File: src/rtl/scp_pkg.sv
// Shared constants and types for the single-cycle processor front end:
// branch-control encodings, major opcodes, fetch FSM states, default reset PC.
package scp_pkg;

    localparam logic [31:0] RESET_PC_DEFAULT = 32'h0000_0000;

    // {is_branch, is_ne}; 2'b01 decodes as "no branch"
    localparam logic [1:0] BR_NONE = 2'b00;
    localparam logic [1:0] BR_EQ   = 2'b10;
    localparam logic [1:0] BR_NE   = 2'b11;

    localparam logic [5:0] OP_RTYPE = 6'b000000;
    localparam logic [5:0] OP_J     = 6'b000010;
    localparam logic [5:0] OP_BEQ   = 6'b000100;
    localparam logic [5:0] OP_BNE   = 6'b000101;
    localparam logic [5:0] OP_ADDI  = 6'b001000;
    localparam logic [5:0] OP_LW    = 6'b100011;
    localparam logic [5:0] OP_SW    = 6'b101011;

    typedef enum logic {
        S_FETCH = 1'b0,
        S_HOLD  = 1'b1
    } fetch_state_e;

endpackage

File: src/rtl/next_pc_logic.sv
// Combinational next-PC resolution for the instruction currently held by the
// fetch unit: jump target, taken branch target, or fall-through PC+4.
module next_pc_logic
    import scp_pkg::*;
#(
    parameter int WIDTH = 32
) (
    input  logic [WIDTH-1:0] pcplus4_i,
    input  logic [WIDTH-1:0] instr_i,
    input  logic [1:0]       branch_i,
    input  logic             jump_i,
    input  logic             zero_i,
    input  logic [WIDTH-1:0] signimm_i,
    output logic [WIDTH-1:0] next_pc_o
);

    logic             taken;
    logic [WIDTH-1:0] jump_target;
    logic [WIDTH-1:0] branch_target;
    logic [5:0]       unused_opcode;

    // The opcode field is decoded elsewhere; only the jump index matters here.
    assign unused_opcode = instr_i[WIDTH-1:WIDTH-6];

    assign taken         = ((branch_i == BR_EQ) && zero_i) || ((branch_i == BR_NE) && !zero_i);
    assign jump_target   = {pcplus4_i[WIDTH-1:28], instr_i[25:0], 2'b00};
    assign branch_target = pcplus4_i + (signimm_i << 2);

    // Priority select: jump beats branch beats sequential.
    always_comb begin
        // NOTE: assigning a default first means every path drives next_pc_o, so no latch is inferred.
        next_pc_o = pcplus4_i;
        if (jump_i) begin
            next_pc_o = jump_target;
        end else if (taken) begin
            next_pc_o = branch_target;
        end
    end

endmodule

File: src/rtl/instr_fetch_unit.sv
// Fetch stage: owns the PC, issues one imem request at a time, holds the
// returned instruction for decode behind a valid/ready handshake and, on
// retire, advances the PC using the decoder's branch/jump controls.
// Optional build macro FETCH_PERF_CNT_EN adds perf_fetched/perf_stall counters.
module instr_fetch_unit
    import scp_pkg::*;
#(
    parameter int               WIDTH    = 32,
    parameter logic [WIDTH-1:0] RESET_PC = RESET_PC_DEFAULT
) (
    input  logic             clk,
    input  logic             reset,
    output logic             imem_req,
    output logic [WIDTH-1:0] imem_addr,
    input  logic             imem_ack,
    input  logic [WIDTH-1:0] imem_rdata,
    output logic [WIDTH-1:0] instr,
    output logic [WIDTH-1:0] pcplus4,
    output logic             instr_valid,
    input  logic             instr_ready,
    input  logic [1:0]       branch,
    input  logic             jump,
    input  logic             zero,
    input  logic [WIDTH-1:0] signimm
`ifdef FETCH_PERF_CNT_EN
    ,
    output logic [31:0]      perf_fetched,
    output logic [31:0]      perf_stall
`endif
);

    fetch_state_e     state_q;
    logic [WIDTH-1:0] pc_q;
    logic [WIDTH-1:0] instr_q;
    logic [WIDTH-1:0] pcplus4_q;
    logic             valid_q;
    logic             req_q;
    logic [WIDTH-1:0] next_pc_d;
    logic             retire;

    assign retire = (state_q == S_HOLD) && instr_ready;

    next_pc_logic #(
        .WIDTH (WIDTH)
    ) u_next_pc (
        .pcplus4_i (pcplus4_q),
        .instr_i   (instr_q),
        .branch_i  (branch),
        .jump_i    (jump),
        .zero_i    (zero),
        .signimm_i (signimm),
        .next_pc_o (next_pc_d)
    );

    // Fetch FSM with PC register, instruction buffer and registered handshake outputs.
    always_ff @(posedge clk) begin
        // NOTE: non-blocking assignments so every register samples pre-edge values, independent of statement order.
        if (reset) begin
            state_q   <= S_FETCH;
            pc_q      <= RESET_PC;
            instr_q   <= '0;
            pcplus4_q <= RESET_PC + WIDTH'(4);
            valid_q   <= 1'b0;
            req_q     <= 1'b1;
        end else begin
            case (state_q)
                S_FETCH: begin
                    if (imem_ack) begin
                        instr_q   <= imem_rdata;
                        pcplus4_q <= pc_q + WIDTH'(4);
                        valid_q   <= 1'b1;
                        req_q     <= 1'b0;
                        state_q   <= S_HOLD;
                    end
                end
                S_HOLD: begin
                    // Late acks are ignored here; only the consumer can release the buffer.
                    if (instr_ready) begin
                        pc_q    <= next_pc_d;
                        valid_q <= 1'b0;
                        req_q   <= 1'b1;
                        state_q <= S_FETCH;
                    end
                end
                default: begin
                    state_q <= S_FETCH;
                    valid_q <= 1'b0;
                    req_q   <= 1'b1;
                end
            endcase
        end
    end

    assign imem_req    = req_q;
    assign imem_addr   = pc_q;
    assign instr       = instr_q;
    assign pcplus4     = pcplus4_q;
    assign instr_valid = valid_q;

`ifdef FETCH_PERF_CNT_EN
    logic [31:0] perf_fetched_q;
    logic [31:0] perf_stall_q;

    // Retired-instruction and fetch-stall counters, free-running modulo 2^32.
    always_ff @(posedge clk) begin
        if (reset) begin
            perf_fetched_q <= '0;
            perf_stall_q   <= '0;
        end else begin
            if (retire) begin
                perf_fetched_q <= perf_fetched_q + 32'd1;
            end
            if ((state_q == S_FETCH) && !imem_ack) begin
                perf_stall_q <= perf_stall_q + 32'd1;
            end
        end
    end

    assign perf_fetched = perf_fetched_q;
    assign perf_stall   = perf_stall_q;
`else
    logic unused_retire;
    assign unused_retire = retire;
`endif

endmodule

File: config.mk
export PLATFORM = sky130hd
export DESIGN_NAME = instr_fetch_unit
export DESIGN_NICKNAME = d
export VERILOG_FILES = /design/src/rtl/scp_pkg.sv /design/src/rtl/next_pc_logic.sv /design/src/rtl/instr_fetch_unit.sv
export SDC_FILE = /design/constraint.sdc
export NUM_CORES = 1
export LEC_CHECK = 0
export ABC_CLOCK_PERIOD_IN_PS = 6300
export BUFFER_PORTS_ARGS = -buffer_cell sky130_fd_sc_hd__clkbuf_2
export CORE_MARGIN = 1
export CORE_UTILIZATION = 57
export DETAILED_ROUTE_END_ITERATION = 8
export GPL_TIMING_DRIVEN = 0
export HOLD_SLACK_MARGIN = 0.03
export PLACE_DENSITY_LB_ADDON = 0.08
export RECOVER_POWER = 100
export SLEW_MARGIN = 10
export SYNTH_ARGS = -nofsm -noshare
export SYNTH_HDL_FRONTEND = slang
export SYNTH_SLANG_ARGS = --single-unit
export TNS_END_PERCENT = 5
File: constraint.sdc
create_clock -name clk -period 6.3 [get_ports clk]
set_clock_uncertainty 0.2 [all_clocks]
set_input_delay 0.945 -clock clk [delete_from_list [all_inputs] [get_ports clk]]
set_output_delay 0.945 -clock clk [all_outputs]
set_load 0.1 [all_outputs]
### Word level (Yosys, flattened, before mapping)

Index checks and enable logic that the tools add are counted.

* output and inout bits: 98
* register bits after elaboration: 99

* bitwise gates (word level): 1
* multiplexer cells: 11
* equal/unequal tests: 4
* reduce and logical (&&, ||, !) cells: 7
* add/sub/neg operators: 2

Operators by type and width (number)
* 32-bit two-way mux: 2
* 32-bit by 3-bit adder with 32-bit output, second input constant: 1
* 32-bit adder: 1
* 1-bit two-way mux: 6
* 1-bit one-hot mux with 2 select lines: 3
* 2-bit AND reduction: 3
* 2-bit == test, second input constant: 2
* 2-bit inequality test, second input constant: 2
* 1-bit logical AND: 2
* 1-bit zero test: 1
* 1-bit logical OR: 1
* 1-bit NOT: 1

### Depth between registers and ports, before layout

Gate-level depths: netlist of run 1.

* depth after elaboration: 5
* depth in mapped cells: 11
* depth with buffers taken out: 11

### By module

A second synthesis of run 1 with hierarchy kept.

* cell total of the unflattened synthesis: 865
* area total of the unflattened synthesis: 6480.0 um^2

Modules (own cells, without submodules)
* instr_fetch_unit: instances 1, cells an instance 497, area an instance 4081.4 um^2
* next_pc_logic: instances 1, cells an instance 368, area an instance 2398.6 um^2

### Worst setup path before layout of run 1

Ideal clock, no wire load.

* kind: in2reg
* start: in signimm[0]
* end: reg pc_q[20], in the netlist imem_addr[20]
* arrival: 3.125 ns
* slack: 2.853 ns
* stages on the path: 11
* library setup time: 0.122 ns
* cell sequence: ha_1 fa_1 a211oi_2 o21ai_1 a32o_2 and4_4 a31oi_4 xor2_1 nor2_1 a211oi_1 o21ai_1

* cells in the longest elaborated chain, start to end: 3

RTL lines
* from (decl): RTL line instr_fetch_unit.sv:24 `input logic [WIDTH-1:0] signimm`
* 32-bit adder: RTL line next_pc_logic.sv:27 `assign branch_target = pcplus4_i + (signimm_i << 2);`
* 32-bit two-way mux: RTL line next_pc_logic.sv:35 `end else if (taken) begin`
* 32-bit two-way mux: RTL line next_pc_logic.sv:33 `if (jump_i) begin`
* to (signal assigned): RTL line instr_fetch_unit.sv:79 `pc_q <= next_pc_d;`
* to (decl): RTL line instr_fetch_unit.sv:33 `logic [WIDTH-1:0] pc_q;`

Every way passes these cells.
A chain may end at the register's enable or synchronous reset.

### Worst setup path after layout of run 1

Same ends and word-level chain as after synthesis.

==> results of run 1 <==
-- flip-flops by register name, indices dropped and copies added, names as in the netlist --
| name | cells |
|---|---|
| imem_addr | 32 |
| imem_req | 1 |
| instr | 32 |
| instr_valid | 1 |
| pcplus4 | 32 |
| state_q | 1 |
-- per-layer routing --
| layer | wire length, um | part of all wire, % | track usage, % |
|---|---|---|---|
| met5 | 0 | 0 | 0 |
| met4 | 348 | 1.9 | 11.2 |
| met3 | 1650 | 9.0 | 4.84 |
| met2 | 8390 | 46 | 56.6 |
| met1 | 8000 | 43 | 47.5 |
-- power by group through the flow --
stage,registers [mW],logic (mW),clock network [mW]
floorplan,0.934,0.242,0
global placement,0.709,0.587,0
detailed placement,0.711,0.598,0
CTS,0.697,0.601,0.418
global route,0.702,0.626,0.443
finish,0.698,0.589,0.421
-- worst register-to-register path, cell delays in order (launching register included) --
cell and delay [ns]:
sky130_fd_sc_hd__dfxtp_1 0.36, sky130_fd_sc_hd__ha_1 0.29, sky130_fd_sc_hd__fa_1 0.46, sky130_fd_sc_hd__a211oi_1 0.40, sky130_fd_sc_hd__o21ai_0 0.22, sky130_fd_sc_hd__a32o_1 0.32, sky130_fd_sc_hd__and4_4 0.20, sky130_fd_sc_hd__a31oi_1 0.37
sky130_fd_sc_hd__xor2_1 0.22, sky130_fd_sc_hd__nor2_1 0.06, sky130_fd_sc_hd__a211oi_1 0.30, sky130_fd_sc_hd__o21ai_0 0.15
-- cells by family after synthesis --
family	after synthesis	share of synthesized area (%)
and+or+nand+nor	260	19.5
AOI/OAI and AO/OA	243	28.3
DFF	99	33.8
buffers and inverters	51	3.67
xor gates and xnor gates	46	6.86
adders and majority gates	31	6.73
muxes	7	1.19
-- cell type report --
type / instances / area (sq um) / share of cell area [%]
Buffer: 46 / 195 / 2.84
Clock buffer: 11 / 141 / 2.06
Inverter: 5 / 18.8 / 0.273
Timing Repair Buffer: 166 / 706 / 10.3
Sequential cell: 99 / 1980 / 28.8
Multi-Input combinational cell: 587 / 3600 / 52.4
Tap cell: 133 / 166 / 2.42
Clock inverter: 5 / 62.6 / 0.910
-- cells in the final DEF (no fill, tap or decap), types with 3 or more instances in the layout --
cell type                    n
sky130_fd_sc_hd__and3_1     14
sky130_fd_sc_hd__a21o_1     26
sky130_fd_sc_hd__a211oi_1   35
sky130_fd_sc_hd__a311oi_1    3
sky130_fd_sc_hd__nand2b_1    4
sky130_fd_sc_hd__mux2i_1     7
sky130_fd_sc_hd__o211ai_1    3
sky130_fd_sc_hd__a32oi_1     9
sky130_fd_sc_hd__inv_1       5
sky130_fd_sc_hd__buf_2       3
sky130_fd_sc_hd__nor2_1     56
sky130_fd_sc_hd__ha_1       30
sky130_fd_sc_hd__nand3_1    18
sky130_fd_sc_hd__clkbuf_8   10
sky130_fd_sc_hd__xnor2_1    16
sky130_fd_sc_hd__a22o_1      8
sky130_fd_sc_hd__dfxtp_1    99
sky130_fd_sc_hd__nor3_1      4
sky130_fd_sc_hd__o21ai_0    41
sky130_fd_sc_hd__nand2_1   137
sky130_fd_sc_hd__o21a_1      4
sky130_fd_sc_hd__and2_1      3
sky130_fd_sc_hd__clkbuf_2   66
sky130_fd_sc_hd__xor2_1     30
sky130_fd_sc_hd__o21bai_1    3
sky130_fd_sc_hd__clkbuf_1  139
sky130_fd_sc_hd__o21ai_1    10
sky130_fd_sc_hd__a21oi_1    77
sky130_fd_sc_hd__nand4_1     5
sky130_fd_sc_hd__or3_1       3
sky130_fd_sc_hd__a211oi_2    3
-- worst paths after layout --
kind / endpoint / start / slack (ns)
setup / recovery: imem_addr[20]$_SDFFE_PP0P_ / signimm[0] / 2.35
hold / removal: imem_req$_SDFFE_PP1P_ / imem_req$_SDFFE_PP1P_ / 0.26
setup reg to reg: imem_addr[20]$_SDFFE_PP0P_ / pcplus4[2]$_SDFFE_PP1P_ / 2.61
hold reg to reg: imem_req$_SDFFE_PP1P_ / imem_req$_SDFFE_PP1P_ / 0.26
-- per-stage QoR --
stage,cells,worst slack (ns),hold slack [ns],instance area (sq um)
floorplan,737,2.85,0.298,5870
global placement,1036,2.41,0.236,6870
detailed placement,1036,2.33,0.245,6870
CTS,1052,2.69,0.265,7070
global route,1052,2.20,0.299,6870
finish,1052,2.35,0.264,6870
==> results by stage, run 1 <==
Status:
- The flow ran to the end, and the final reports show no timing, DRC or antenna violations.

Yosys:
- The most used flip-flop cell after synthesis is sky130_fd_sc_hd__dfxtp_1.
- The unique cell type count in the Yosys netlist is 65.
- The number of synthesized register bits is 99.
- The number of nets in the synthesized netlist is 840.
- The most frequent cell after synthesis is sky130_fd_sc_hd__nand2_1.
- The synthesized instance count is 737.
- Ranked by total cell area, the synthesized netlist is headed by sky130_fd_sc_hd__dfxtp_1 34%, sky130_fd_sc_hd__nand2_1 8.8%, sky130_fd_sc_hd__a21oi_1 6.5%.
- The area of the mapped netlist is approximately 6000 sq um.
- For this run, the number of Yosys warnings is 0.
- The number of enable flip-flop cells after synthesis is 0.
- Dividing the synthesized area by the synthesized cell count gives around 8.0 sq um.
- The top cell type by area accounts for 33.8% of the synthesized area.
- After synthesis, flip-flops and latches occupy around 34% of the total area.
- The synthesized design spends more area on one cell type than any other, namely sky130_fd_sc_hd__dfxtp_1.
- Ranked by instance count, the synthesized netlist is headed by 137 x sky130_fd_sc_hd__nand2_1, 99 x sky130_fd_sc_hd__dfxtp_1, 76 x sky130_fd_sc_hd__a21oi_1, 55 x sky130_fd_sc_hd__nor2_1, 37 x sky130_fd_sc_hd__clkbuf_1.
- The async set-reset flop share out of synthesis is 0%.

Placed design:
- The placed wire-length estimate after detailed placement is 14.4 mm.
- Input and output buffers added on the ports amount to ~170.
- The congestion estimate from routability-driven global placement came to 0.898.

Timing:
- Setup violations remaining at the end of the flow were counted as 0.
- The top achievable clock speed is 253 MHz.
- The final hold violation count is 0.
- Setup repair after global routing left no endpoint under its margin.
- Measured against its own limit, the worst slew margin works out to 16.3%.
- For the pin with the worst max-slew slack, the measured transition is 1.26 ns.
- The number of pins with negative max-slew slack in the final report is 0.
- The setup TNS is 0 ns.
- The final critical path time including I/O delays and setup is 3.95 ns.
- Dividing the final minimum period by the clock period gives 62.8%.

Die:
- The number of standard-cell rows in the floorplan is 36.
- The die covers about 11000 sq um.
- The number of primary I/O pins is 170.
- The die boundary width is 103 um.
- In this run the standard cell core region covers 9860 sq um.
- For this configuration, the core starts out at a cell density of between 50% and 60%.
- The vertical extent of the die is between 100 and 150 um.

Finish:
- The repair_antennas step left the layout with diodes totalling 0.
- Relative to the synthesized area, the layout overhead comes to 17.0%.
- The core occupancy in the finished layout is 69.7%.
- Fill cells in the final layout number around 870.
- The net count of the finished layout is 1017.
- Of the cells placed in the final design, the portion with a size suffix greater than 1 is between 10% and 20%.

Power:
- The maximum vdd ir drop is 0.156 mV.
- The design draws around 1.7 mW.
- The power density relative to cell area is 249 nW/um^2.
- Per report_power, the combinational group accounts for 34.5% of the total.
- The static power due to leakage is about 2.8 nW.
- The switching power of the nets is 0.711 mW.
- The clock share of power is about a quarter.
- Net switching is 41.6% of the power.
- Internal power comes to approximately 1.0 mW.
- The share of total power dissipated in sequential elements is about two fifths.

Setup path:
- The startpoint kind of the worst setup timing path is an input port.
- The number of buffers and inverters on the critical path is 1.
- The cell family contributing the most delay on the critical path is compound AO/OA/AOI/OAI gates.
- The worst endpoint required time is 6.34 ns.
- The critical path crosses 12 cells after its start point.
- The worst stage delay on the critical path is 0.46 ns.
- The worst setup path is captured at a register.
- Of all nets on the critical path, the largest fanout is 3.
- The class of the most critical setup path is input port to register.
- The library cell contributing the largest single delay on the critical path is sky130_fd_sc_hd__fa_1.
- The number of cells on the worst reg-to-reg path is 11.
- The arrival time reported for the critical path endpoint is 3.99 ns.
- The signal on the critical path passes through clkbuf_2 > ha_1 > fa_1 > a211oi_1 > o21ai_0 > a32o_1 > and4_4 > a31oi_1 > xor2_1 > nor2_1 > a211oi_1 > o21ai_0.

Global routing:
- The overall overflow remaining after global route is 0.
- The pin count of the biggest net entering global routing is 17.
- In the global route stage, overall resource usage came out at 34.7%.
- The initial antenna violation count came to 0.
- The via count of the first global-routing pass was between 5000 and 6000.
- The first global-routing pass estimated 28.0 mm of wire.

Clock tree:
- The post-cts hold buffer count is 0.
- TritonCTS built the clock tree.
- In this run the clock root is driven by a sky130_fd_sc_hd__clkbuf_8.
- CTS saw 99 sinks.
- The number of gates resized after CTS was 0.
- The clock tree buffer depth is 2.
- After clock tree synthesis, the clock-pin slew on the worst setup and hold paths is 0.10 ns.
- The total CTS buffers is 9.
- The number of setup buffers added after CTS is 0.
- The source-to-sink clock delay at the later pin of the worst-skew pair is around 0.37 ns.
- The number of H-tree levels is 3.

Detailed routing:
- For this run, design rule violations remaining after detail routing come to 0.
- The detailed router finished its first iteration with between 500 and 600 violations.
- The routed layout has about 6300 vias.
- After detailed routing, the number of vias per cell comes to 5.97.
- The number of detailed-routing iterations run before antenna repair is 5.
- After detailed routing, the total wire length is about 18 mm.
- The routed wirelength normalized by instance count is between 15 and 20 um.
- The remaining antenna violation count is 0.

Worst hold path:
- The class of the tightest hold or removal check is register to register.
- The worst hold path passes through 2 cells.

Flow run:
- The max capacitance violation total is 0.
No activity file was read; power rests on OpenSTA's default activity.
==> inputs of run 2 (changes only) <==
--- a/config.mk
+++ b/config.mk
@@ -5,10 +5,10 @@
 export SDC_FILE = /design/constraint.sdc
 export NUM_CORES = 1
 export LEC_CHECK = 0
-export ABC_CLOCK_PERIOD_IN_PS = 6300
+export ABC_CLOCK_PERIOD_IN_PS = 4100
 export BUFFER_PORTS_ARGS = -buffer_cell sky130_fd_sc_hd__clkbuf_2
 export CORE_MARGIN = 1
-export CORE_UTILIZATION = 57
+export CORE_UTILIZATION = 53
 export DETAILED_ROUTE_END_ITERATION = 8
 export GPL_TIMING_DRIVEN = 0
 export HOLD_SLACK_MARGIN = 0.03
==> constraint.sdc (replaced) <==
create_clock -name clk -period 4.1 [get_ports clk]
set_clock_uncertainty 0.2 [all_clocks]
set_input_delay 0.615 -clock clk [delete_from_list [all_inputs] [get_ports clk]]
set_output_delay 0.615 -clock clk [all_outputs]
set_load 0.1 [all_outputs]
==> run 2 against run 1 <==
  * Sequential share of layout area is 0.079 points higher
  * Global-route usage is 2.4 points lower
  * Count of clock-buffer cells in the layout is 1 higher
  * Largest cell class unchanged
  * Core utilization is 6.2 points lower
  * First-iteration DRC count is 14% higher
  * Non-clock buffer count stayed put
  * Flip-flop and latch count stayed put
  * Wire length hardly changed
  * Combinational power is 54% higher
==> results by stage, run 2 (same netlist as run 1, synthesis figures left out) <==
Placed design:
- The count of input and output buffers is 166.
- The post-placement setup slack is 0.463 ns.
- The placed wire-length estimate after detailed placement is roughly 14 mm.
- The cell count after placement is 1043.
- At the end of routability-driven placement, the weighted congestion stood at 0.892.

Setup path:
- The worst stage delay on the critical path is roughly 0.46 ns.
- The critical path starts at pcplus4[2]$_SDFFE_PP1P_.
- At the worst endpoint, the arrival time is 3.64 ns.
- The endpoint identified for the worst register-to-register timing path is imem_addr[22]$_SDFFE_PP0P_.
- The class of the most critical setup path is register to register.
- For flop-to-flop paths, the worst setup slack is 0.51 ns.
- Along the worst path, the maximum fanout reaches 4.
- The depth of the most critical reg-to-reg path is 11.
- On the critical path the largest part of the delay comes from compound AO/OA/AOI/OAI gates.
- The library cell contributing the largest single delay on the critical path is sky130_fd_sc_hd__fa_1.
- The signal on the critical path passes through ha_1 > fa_1 > a211oi_1 > o21ai_0 > a32o_1 > o21a_1 > a32oi_1 > xor2_1 > nor2_1 > a211oi_1 > o21ai_0.
- The critical path crosses 11 cells after its start point.
- The kind of end point of the critical path is a register.
- The count of buffering cells on the critical path with inverters included is 0.
- The worst setup path is launched from a register.
- The beginning of the worst register-to-register path is pcplus4[2]$_SDFFE_PP1P_.
- STA puts the critical path data required time at 4.15 ns.

Timing:
- The setup TNS is 0 ns.
- The hold slack is 0.255 ns.
- Timing would allow up to 279 MHz.
- The clock period could shrink to 3.59 ns.
- The worst slew slack as a fraction of its limit is 17.1%.
- Setup repair after global routing left no endpoint under its margin.
- Of the available clock period, the critical path in the final layout requires just under 90%.
- The final setup violation count is 0.
- The final hold violation count was 0.
- The transition time of the tightest slew-check pin is 1.25 ns.
- The setup slack after layout is 0.514 ns.
- The number of pins with negative max-slew slack in the final report is 0.

Finish:
- The total number of nets in the final design is ~1000.
- The count of fill cells added during filler insertion is 1068.
- The antenna diode count is 0.
- In the layout the commonest cells are 140 x sky130_fd_sc_hd__clkbuf_1, 137 x sky130_fd_sc_hd__nand2_1, 99 x sky130_fd_sc_hd__dfxtp_1.
- The most frequent standard cell in the layout excluding fill and tap cells is sky130_fd_sc_hd__clkbuf_1.
- The count of cells in the finished layout, fillers not included, comes to 1058.
- The post-route netlist has between 10% and 20% of its cells at a drive strength greater than 1.
- The combined area of the multi-input logic cells is between 3000 and 4000 sq um.
- The area added between synthesis and finish is 16.7%.
- The register cell area after layout is 1980 sq um.

Die:
- The total core area is 10800 sq um.
- The number of primary I/O pins is 170.
- The starting utilization of the core area is 54.4%.
- In this run the vertical extent of the chip is 107 um.
- The number of standard-cell rows in the floorplan is 38.
- The die covers 11500 sq um.
- The floorplan step set the die width to 107 um.

Clock tree:
- The cell at the root of the clock tree is sky130_fd_sc_hd__clkbuf_8.
- TritonCTS created 9 clock buffers.
- The post-CTS resize count is 0.
- The clock transition at the registers of the reported paths is approximately 0.090 ns.
- The total setup buffers inserted after CTS is 0.
- The clock tree buffer depth is 2.
- The post-cts hold buffer count is 0.
- Counting every sink on the clock net gives 99.
- At the later pin of the worst-skew pair, clock insertion delay measures 0.37 ns.
- The number of H-tree levels is 3.
- TritonCTS built the clock tree.

Global routing:
- The initial antenna violation count is 0.
- The wire length of the first global-routing pass is 28.5 mm.
- The pin count of the biggest net entering global routing is 15.
- The total global-route track usage is 32.3%.
- The overall overflow remaining after global route is 0.
- The via count of the first global-routing pass is 5558.

Detailed routing:
- After the first detailed-routing iteration, the DRC count stood at 573.
- Summed over all layers, the routed wires come to 18.4 mm.
- The via density per instance is 5.79.
- The total number of vias is 6121.
- Once detail routing completed, the nets flagged for antenna violations numbered 0.
- The pre-antenna-repair detailed-routing pass consisted of 5 iterations.
- In the final routed layout, each cell accounts on average for about 17 um.
- In the routed design, unresolved DRC markers number 0.

Power:
- The static power due to leakage is 2.83 nW.
- The design draws between 2 and 3 mW.
- The power density relative to cell area is 370 nW/um^2.
- The maximum vdd ir drop is 0.355 mV.

Worst hold path:
- The cell count of the worst hold path is 2.
- The path class of the tightest hold or removal check is register to register.
- For hold timing, the worst endpoint is imem_req$_SDFFE_PP1P_.
- In this run the most critical hold path is launched from imem_req$_SDFFE_PP1P_.

Status:
- The run finished with clean final reports.

Flow run:
- The max capacitance violation total is 0.
[run 2: cell count changes in the layout (fill, tap and decap cells not counted), sizes merged]
cell / before / now
clkbuf: 215 / 217
buf: 8 / 7
clkinvlp: 2 / 0
bufinv: 1 / 0
clkinv: 2 / 3
[run 2: area by class of cell]
class | count | share of cell area [%]
Multi-Input combinational cell | 587 | 52.8
Sequential cell | 99 | 28.9
Timing Repair Buffer | 166 | 10.3
Buffer | 46 | 2.83
Tap cell | 140 | 2.56
Clock buffer | 12 | 2.12
Inverter | 5 | 0.274
Clock inverter | 3 | 0.219
[run 2: routing by layer]
layer  track usage [%]  part of all wire (%)
met5                 0                     0
met4              8.41                  0.91
met3              5.08                   7.8
met2              50.3                    45
met1              46.4                    46
[run 2: worst min-delay path, delay by kind of cell, from the launching register on]
kind,cells,cell delay [ns]
DFF,1,0.32
and+or+nand+nor,2,0.10
[run 2: worst max-delay path by stage]
stage	to	slack (ns)
floorplan	imem_addr[20]$_SDFFE_PP0P_	0.73
global placement	imem_addr[20]$_SDFFE_PP0P_	0.51
detailed placement	imem_addr[20]$_SDFFE_PP0P_	0.46
CTS	imem_addr[20]$_SDFFE_PP0P_	0.77
global route	imem_addr[22]$_SDFFE_PP0P_	0.38
finish	imem_addr[22]$_SDFFE_PP0P_	0.51
[run 2: where the power goes]
part | switching [mW] | internal [mW]
registers | 0.0598 | 1.01
logic | 0.690 | 0.220
clock network | 0.324 | 0.232
[run 2: stage by stage]
step | cell area [sq um] | utilization [%]
3_3_place_gp | 6880 | 63.7
6_report | 6850 | 63.5
3_5_place_dp | 6880 | 63.7
2_1_floorplan | 5870 | -
5_1_grt | 6850 | 63.5
4_1_cts | 7040 | 65.2
==> inputs of run 3 (changes only) <==
--- a/config.mk
+++ b/config.mk
@@ -5,10 +5,11 @@
 export SDC_FILE = /design/constraint.sdc
 export NUM_CORES = 1
 export LEC_CHECK = 0
+export ABC_AREA = 1
 export ABC_CLOCK_PERIOD_IN_PS = 4100
 export BUFFER_PORTS_ARGS = -buffer_cell sky130_fd_sc_hd__clkbuf_2
 export CORE_MARGIN = 1
-export CORE_UTILIZATION = 53
+export CORE_UTILIZATION = 54
 export DETAILED_ROUTE_END_ITERATION = 8
 export GPL_TIMING_DRIVEN = 0
 export HOLD_SLACK_MARGIN = 0.03
==> run 3 against run 2 <==
  * The flow now finishes with violations (design-rule violations)
  * Largest cell class unchanged
  * Critical endpoint is now imem_addr[30]$_SDFFE_PP0P_
  * Sequential share of layout area decreased by 3.1 points
  * Critical path depth decreased by 2
  * Largest power group unchanged
  * Critical path type is now input port to register
  * Maximum frequency increased by 29%
  * Sequential power about the same
  * Wire length increased by 18%
  * Die area increased by 8.8%
==> results by stage, run 3 <==
Yosys:
- The synthesized instance count is 1033.
- A synthesized cell averages roughly 6.3 sq um.
- The number of synthesized register bits is 99.
- Yosys mapped the design onto 44 distinct sky130hd cell types.
- Sequential cells were found to cover 30.4% of the synthesized design area.
- Ranked by total cell area, the synthesized netlist is headed by sky130_fd_sc_hd__dfxtp_1 30%, sky130_fd_sc_hd__nand2_1 15%, sky130_fd_sc_hd__a21oi_1 7.6%.
- The portion of netlist area occupied by mux cells is 0%.
- The area share of the largest cell type after synthesis is 30.4%.
- The number of enable flip-flop cells after synthesis is 0.
- Of the total synthesized cell area, the portion taken by AND, OR, NAND and NOR gates is 31.7%.
- In this run the cell area of the synthesized design comes to about 6500 sq um.
- sky130_fd_sc_hd__dfxtp_1 takes more of the synthesized area than any other cell.
- The most frequent cell after synthesis is sky130_fd_sc_hd__nand2_1.
- The number of nets in the synthesized netlist is 1136.
- For this run, asynchronously set or reset flops after synthesis account for 0%.
- The adder and majority cell fraction of the synthesized area is 6.06%.
- The xor-xnor portion of the synthesized cell area is 3.09%.
- Sorting the synthesized cells by how often they occur yields 254 x sky130_fd_sc_hd__nand2_1, 124 x sky130_fd_sc_hd__inv_1, 115 x sky130_fd_sc_hd__nor2_1, 99 x sky130_fd_sc_hd__a21oi_1, 99 x sky130_fd_sc_hd__dfxtp_1.
- The number of warning messages in the yosys log is 0.
- The dominant combinational cell family by area after synthesis is simple AND/OR/NAND/NOR gates.
- Summing the areas of all compound-gate instances in the mapped netlist gives 19.2% of the synthesized area.
- Among all flip-flop cells after synthesis, the most frequent one is sky130_fd_sc_hd__dfxtp_1.

Detailed routing:
- Wires add up to 21.7 mm.
- In this run the remaining antenna-violating nets after routing total 0.
- Summing over every cut layer, the via total after detailed routing is approximately 7400.
- The iteration-0 DRC count of the detailed router is 604.
- The pre-antenna-repair detailed-routing pass consisted of 7 iterations.
- The routed wirelength normalized by instance count is 16.0 um.
- In the routed design, unresolved DRC markers number 5.
- The via density per instance is 5.45.

Clock tree:
- The post-cts hold buffer count is 0.
- The TritonCTS clock tree is yes.
- The source-to-sink clock delay at the later pin of the worst-skew pair is 0.35 ns.
- The cell at the root of the clock tree is sky130_fd_sc_hd__clkbuf_16.
- CTS saw 99 sinks.
- The clock transition at the registers of the reported paths is about 0.060 ns.
- Post-CTS repair changed the size of 0 cells.
- The total setup buffers inserted after CTS is 0.
- The number of H-tree levels is 3.
- TritonCTS created 9 clock buffers.
- The clock tree buffer depth is 2.

Timing:
- The number of pins with negative max-slew slack in the final report is 0.
- Timing would allow up to between 300 and 400 MHz.
- The final hold violation count came to 0.
- In the final timing run, aggregate negative setup slack is 0 ns.
- The worst slew slack as a fraction of its limit is 19.0%.
- The worst path needs roughly 2.8 ns of the cycle, external delays included.
- Setup repair after global routing left no endpoint under its margin.
- The final clock period utilization by the worst path is 68.0%.
- The final setup violation count is 0.
- Setup slack closes at 1.31 ns.
- For the pin with the worst max-slew slack, the measured transition is 1.22 ns.

Placed design:
- The count of input and output buffers is 166.
- In this run the cell area measured after placement is approximately 7500 sq um.
- The routability congestion estimate is 1.01.
- The post-placement setup slack is 1.22 ns.
- The placed wire-length estimate after detailed placement is between 15 and 20 mm.

Finish:
- The antenna diode count is 0.
- The library cells used most frequently in the layout, excluding fill and tap cells, are 255 x sky130_fd_sc_hd__nand2_1, 131 x sky130_fd_sc_hd__clkbuf_1, 125 x sky130_fd_sc_hd__inv_1.
- Cells with a size suffix above 1 make up slightly above 8% of the layout.
- The final design area excluding fillers is 7690 sq um.
- Relative to the synthesized area, the layout overhead comes to 17.9%.
- The total number of nets in the final design is 1313.
- The most frequent standard cell in the layout excluding fill and tap cells is sky130_fd_sc_hd__nand2_1.

Setup path:
- Data on the critical path arrives at its endpoint at 2.80 ns.
- The worst stage delay on the critical path is 0.58 ns.
- The kind of cell with the highest combined delay along the critical path is simple AND/OR/NAND/NOR gates.
- The startpoint kind of the worst setup timing path is an input port.
- The cell that appears most often on the critical path is sky130_fd_sc_hd__nand2_1.
- STA puts the critical path data required time at 4.11 ns.
- The signal on the critical path passes through clkbuf_2 > nand2_1 > nand2_1 > nor2_1 > inv_1 > nor2_1 > nand2_1 > o21ai_0 > nand2_1.
- Along the worst path, the maximum fanout reaches 9.
- The worst setup path is captured at a register.
- The library cell contributing the largest single delay on the critical path is sky130_fd_sc_hd__nor2_1.
- The count of buffering cells on the critical path with inverters included is 2.
- The class of the most critical setup path is input port to register.

Power:
- The power density relative to cell area is 399 nW/um^2.
- The static power due to leakage is 3.67 nW.
- The maximum vdd ir drop is 0.327 mV.

Die:
- The floorplan step set the die height to 112 um.
- For this configuration, the core starts out at a cell density of 56.1%.
- The die outline area is 12500 sq um.
- The total core area is 11600 sq um.
- The number of primary I/O pins is 170.
- The die is 112 um wide.
- The number of standard-cell rows in the floorplan is 39.

Global routing:
- The overall overflow remaining after global route is 0.
- The pin count of the biggest net entering global routing is 16.
- The via count of the first global-routing pass is approximately 6700.
- The initial antenna violation count is 0.
- The total global-route track usage is 35.3%.
- The wire length of the first global-routing pass is 34.1 mm.

Flow run:
- Across the run, the number of max-cap violations was 0.

Worst hold path:
- The worst hold path belongs to the class register to register.

Status:
- The final reports fail on design-rule violations.
- The flow ran to the end, but the final reports show violations.
[run 3: worst paths after layout]
| check | start | cells after the start | end | slack (ns) |
|---|---|---|---|---|
| setup / recovery | zero | 9 | imem_addr[30]$_SDFFE_PP0P_ | 1.31 |
| hold reg to reg | imem_req$_SDFFE_PP1P_ | 2 | imem_req$_SDFFE_PP1P_ | 0.25 |
| setup reg to reg | pcplus4[2]$_SDFFE_PP1P_ | 13 | imem_addr[30]$_SDFFE_PP0P_ | 1.31 |
| hold / removal | imem_req$_SDFFE_PP1P_ | 2 | imem_req$_SDFFE_PP1P_ | 0.25 |
[run 3: layer usage]
metal | track usage (%) | routed length (um)
met1 | 48.0 | 9740
met2 | 56.2 | 9570
met3 | 6.59 | 1950
met4 | 11.8 | 454
met5 | 0 | 0
[run 3: kinds of logic after synthesis]
kind of cell | after synthesis
flip-flops | 99
XOR/XNOR | 23
AO/OA/AOI/OAI | 230
AND/OR/NAND/NOR | 485
adder cells (fa/ha/maj) | 31
buffers and inverters | 165
[run 3: cell type report]
class / instances / area (sq um)
Fill cell: 1227 / 3930
Sequential cell: 99 / 1980
Timing Repair Buffer: 166 / 708
Tap cell: 143 / 179
Inverter: 130 / 488
Buffer: 35 / 134
Clock buffer: 11 / 243
Multi-Input combinational cell: 769 / 3880
Clock inverter: 4 / 73.8
[run 3: power breakdown]
group | switching (mW) | internal, mW | leakage [nW]
clock network | 0.359 | 0.549 | 0.156
registers | 0.0687 | 1.03 | 0.814
logic | 0.844 | 0.216 | 2.70
total | 1.27 | 1.79 | 3.67
[run 3: worst register-to-register path, delay by kind of cell (launching register included)]
family          cells  cell delay (ns)
compound gates      2             0.47
fa+ha+maj           2             0.64
simple gates        9             1.00
flops               1             0.35
[run 3: metrics by stage]
step                power (mW)  cells  utilization (%)  hold slack (ns)
floorplan                 1.93   1033                -            0.273
global placement          2.17   1342             64.8            0.233
detailed placement        2.18   1342             64.8            0.239
CTS                       3.07   1357             67.6            0.254
global route              3.19   1357             66.2            0.277
finish                    3.06   1357             66.2            0.250
